File: src/rtl/nw_fill_controller.sv
// nw_fill_controller: top-level sequencer for the Needleman-Wunsch score-matrix
// engine. It steps the signal-manager datapath through first-row/column
// initialization and then the per-cell read / wait-for-max / insert / advance
// loop until the matrix is full. It reports progress, completion and a
// calculation timeout to the system FSM.
module nw_fill_controller #(
  parameter int N            = 128,
  parameter int BitAddr      = $clog2(N + 1),
  parameter int CALC_TIMEOUT = 15
) (
  input  logic                   clk,
  input  logic                   rst,
  input  logic                   start,
  input  logic                   abort,
  input  logic                   end_init,
  input  logic                   calculated,
  input  logic                   hit_4,
  input  logic                   end_filling,
  output logic                   en_init,
  output logic                   en_read,
  output logic                   en_ins,
  output logic                   change_index,
  output logic                   busy,
  output logic                   done,
  output logic                   error,
  output logic [2:0]             state,
  output logic [2*BitAddr-1:0]   cell_count
);

  localparam int CW = 2 * BitAddr;
  // Wide enough to hold CALC_TIMEOUT itself, which the timer can reach on the
  // cycle it leaves WAIT_CALC with a late result.
  localparam int TW = $clog2(CALC_TIMEOUT + 1);

  typedef enum logic [2:0] {
    IDLE      = 3'd0,
    INIT      = 3'd1,
    READ      = 3'd2,
    WAIT_CALC = 3'd3,
    INSERT    = 3'd4,
    NEXT      = 3'd5,
    DONE      = 3'd6,
    ERROR     = 3'd7
  } state_t;

  state_t         state_q;
  state_t         state_d;
  logic [TW-1:0]  timer;
  logic [CW-1:0]  count_q;
  logic           timed_out;

  assign timed_out = (timer == TW'(CALC_TIMEOUT - 1));

  // State register; reset puts the sequencer back in IDLE immediately.
  always_ff @(posedge clk or posedge rst) begin
    if (rst) begin
      state_q <= IDLE;
    end else begin
      state_q <= state_d;
    end
  end

  // Next-state logic; abort overrides every other transition, and inputs
  // unrelated to the current state are ignored.
  always_comb begin
    state_d = state_q;
    if (abort) begin
      state_d = IDLE;
    end else begin
      unique case (state_q)
        IDLE, DONE, ERROR: if (start) state_d = INIT;
        INIT:              if (end_init) state_d = READ;
        READ:              state_d = WAIT_CALC;
        WAIT_CALC: begin
          if (calculated) begin
            state_d = INSERT;
          end else if (timed_out) begin
            state_d = ERROR;
          end
        end
        INSERT:            if (hit_4) state_d = NEXT;
        NEXT:              state_d = end_filling ? DONE : READ;
        default:           state_d = IDLE;
      endcase
    end
  end

  // WAIT_CALC watchdog; WAIT_CALC is only ever entered from READ, so clearing
  // in READ gives a fresh count on every entry.
  always_ff @(posedge clk or posedge rst) begin
    if (rst) begin
      timer <= '0;
    end else if (state_q == READ) begin
      timer <= '0;
    end else if (state_q == WAIT_CALC) begin
      timer <= timer + 1'b1;
    end
  end

  // Cells completed this run: cleared when a new run enters INIT, bumped once
  // per NEXT, saturating at all-ones, and left alone by abort and ERROR.
  always_ff @(posedge clk or posedge rst) begin
    if (rst) begin
      count_q <= '0;
    end else if (state_d == INIT && state_q != INIT) begin
      count_q <= '0;
    end else if (state_q == NEXT && !abort && !(&count_q)) begin
      count_q <= count_q + 1'b1;
    end
  end

  assign en_init      = (state_q == INIT);
  assign en_read      = (state_q == READ);
  assign en_ins       = (state_q == INSERT);
  assign change_index = (state_q == NEXT);
  assign busy         = (state_q == INIT) || (state_q == READ) ||
                        (state_q == WAIT_CALC) || (state_q == INSERT) ||
                        (state_q == NEXT);
  assign done         = (state_q == DONE);
  assign error        = (state_q == ERROR);
  assign state        = state_q;
  assign cell_count   = count_q;

endmodule
File: config.mk
export PLATFORM = sky130hd
export DESIGN_NAME = nw_fill_controller
export DESIGN_NICKNAME = d
export VERILOG_FILES = /design/src/rtl/nw_fill_controller.sv
export SDC_FILE = /design/constraint.sdc
export NUM_CORES = 1
export LEC_CHECK = 0
export BUFFER_PORTS_ARGS = -buffer_cell sky130_fd_sc_hd__buf_4
export CAP_MARGIN = 15
export CELL_PAD_IN_SITES_DETAIL_PLACEMENT = 0
export CELL_PAD_IN_SITES_GLOBAL_PLACEMENT = 1
export CORE_AREA = 3 3 98 72
export CTS_CLUSTER_SIZE = 14
export DETAILED_ROUTE_END_ITERATION = 10
export DIE_AREA = 0 0 101 75
export PLACE_DENSITY_LB_ADDON = 0.1
export SLEW_MARGIN = 20
export SYNTH_ARGS = -nofsm -noshare
export SYNTH_HDL_FRONTEND = slang
export SYNTH_SLANG_ARGS = --single-unit
export TNS_END_PERCENT = 10
File: constraint.sdc
create_clock -name clk -period 2.9 [get_ports clk]
set_clock_uncertainty 0.2 [all_clocks]
set_input_delay 0.58 -clock clk [delete_from_list [all_inputs] [get_ports clk]]
set_output_delay 0.58 -clock clk [all_outputs]
set_load 0.005 [all_outputs]
==> results_dict.tcl <==
set metrics [dict create \
    hpwlAfterDp_mm 3.14 \
    die_w_um 101 \
    synth-edff-count 0 \
    synth_seq_cells 23 \
    synth_cell_types 46 \
    h-tree-depth 1 \
    drive_gt1_share_pct 27.9 \
    period_minus_slack_ns 2.31 \
    vias_per_cell 5.08 \
    nFillCells 657 \
    worstPathRequired_ns 2.89 \
    place.gp.congestion 0.739 \
    combPwrFrac_pct 33.4 \
    grt_usage_pct 11.2 \
    first_iter_violations 60 \
    clockRootBuffer "clkbuf_8" \
    tritoncts "built" \
    grt_pass1_wl_mm 6.81 \
    die_area_um2 7580 \
    clk_latency_ns 0.26 \
    drtPass1Iterations 4 \
    synth_area_um2 1540 \
    finalCritPeriodShare_pct 79.8 \
    row_count 24 \
    start_kind "flop" \
    clockPowerShare_pct 21.1 \
    cp.arrival_ns 2.30 \
    rsz0062_at_grt "false" \
    drt-wirelength-per-cell_um 15.5 \
    crit_path_end_kind "flop" \
    gr-total-overflow 0 \
    drc_errors 0 \
    final_util_pct 31.5 \
    antennaDiodeCount 0 \
    max-vdd-ir-drop_uv 182 \
    syn_avg_cell_area_um2 9.35 \
    start_util_pct 24.9 \
    synth_ff_type "dfrtp_1" \
    antenna_found_initial 0 \
    core_um2 6190 \
    worst_hold_slack_ns 0.313 \
    yosys_warnings 0 \
    timing.setup.tns_ns 0 \
    critPathMaxFanout 17 \
    num_io_pins 34 \
    synth_area_leaders "dfrtp_1 37%, a22oi_1 5.8%, o31ai_1 4.4%, or4_1 3.9%, ha_1 2.4%" \
    postCtsSetupBuffers 0 \
    fin_nets 213 \
    hold_viol 0 \
    yosys-top-cells-count "23 x dfrtp_1, 12 x a22oi_1, 10 x nand2_1" \
    p_int_mw 0.613 \
    critical_path_class "flop to flop" \
    cts_resized 0 \
    post-synth-top-area-fraction_pct 37.3 \
    clk_pin_slew_ns 0.09 \
    setup_viol 0 \
    syn_nets 176 \
    dr_total_vias 1417 \
    fmax_mhz 432 \
    cts_hold_buffers 0 \
    p_sw_mw 0.351 \
    synth.most_common_cell "dfrtp_1" \
    grt_start_max_net_pins 24 \
    cts_max_path_buffers 2 \
    fp.dieH_um 75 \
    cts_inserted_buffers 3 \
    relSlewSlack_pct 39.3 \
    async_flop_share_pct 100 \
    hold_path_class "input pin to async pin" \
    antenna_left 0 \
    cts.sinks 23 \
    syn_to_final_growth_pct 26.1 \
    grt_pass1_vias 1329 \
    synth-seq-area-share_pct 37.3 \
    routed_wl_mm 4.33 \
    drv_slew 0 \
    synth_cells 165 \
    p_per_area_nw_per_um2 495 \
    power.leakage_nw 0.885 \
    max_slew.worst_pin.slew_ns 0.910 \
    switching_share_pct 36.4 \
    seqPwrFrac_pct 45.4 \
    status "completed" \
    maxCapViolations 0 \
    synth_area_leader_cell "dfrtp_1" \
    port_buffers 33 \
]
## path summary, 6_finish.rpt
kind | start | endpoint | slack [ns] | depth (start not counted)
min in group clk | abort | state[1] | 0.32 | 2
worst min register to register | timer[1] | timer[1] | 0.36 | 2
max in group asynchronous | rst | timer[3] | 1.63 | 2
worst max-delay path | state[1] | cell_count[11] | 0.59 | 4
worst max register to register | state[1] | cell_count[11] | 0.59 | 4
worst min-delay path | rst | cell_count[1] | 0.31 | 2
## layout by cell type (no fill, tap or decap), types with 3 or more instances in the layout
cell,n
o21ai_0,7
nand4_1,3
nand3b_1,3
buf_4,41
nand2_1,10
a21oi_1,5
and3_1,3
a22oi_1,12
o31ai_1,9
nor3_1,4
ha_1,3
a211oi_1,3
inv_1,8
clkbuf_8,3
dfrtp_1,23
or3_1,4
or4_1,8
nand3_1,7
nor4_1,3
nor2_1,8
## power by group through the flow
stage	Sequential (mW)	Combinational [mW]	Clock, mW
CTS	0.437	0.326	0.214
finish	0.438	0.322	0.204
global route	0.448	0.355	0.225
global placement	0.440	0.327	0
detailed placement	0.443	0.324	0
floorplan	0.405	0.232	0
## cell type report
cell class / instances / area [um^2] / area share (%)
clock buffer: 3 / 41.3 / 2.12
inverter: 8 / 30.0 / 1.54
multi-input combinational: 125 / 888 / 45.7
timing repair buffer: 41 / 308 / 15.8
clock inverter: 1 / 5.00 / 0.257
sequential: 23 / 576 / 29.6
tap: 78 / 97.6 / 5.02
## metal layers
layer,vias up,routed length (um),GRT usage [%]
met3,2,231,2.50
met1,672,2310,17.2
met2,34,1760,16.4
li1,709,-,-
met5,-,0,0
met4,0,29,1.47
## logic make-up (layout without fill, tap and decap cells)
family          after synthesis  after routing  synth area share, %
compound gates               50             50                 24.2
fa+ha+maj                     3              3                 2.43
buf+inv                      17             53                 5.11
flops                        23             23                 37.3
mux                           2              2                 1.30
simple gates                 70             70                 29.7
## critical path, cell delays in order (launching register included)
cell       delay [ns]
dfrtp_1          0.56
nand4bb_4        0.31
or4_4            0.58
or4_1            0.41
a22oi_1          0.16
## through the flow
stage / worst slack (ns) / area, um^2 / total power, mW / std cells
after global placement: 0.513 / 1900 / 0.767 / 275
after CTS: 0.580 / 1950 / 0.977 / 279
after floorplan: 0.730 / 1540 / 0.637 / 165
after global routing: 0.451 / 1950 / 1.03 / 279
after detailed placement: 0.485 / 1900 / 0.767 / 275
final: 0.587 / 1950 / 0.964 / 279
## sequential cells by signal, indices dropped and copies added (netlist names)
register,count
cell_count,16
state,3
timer,4
No activity file was read; power rests on OpenSTA's default activity.
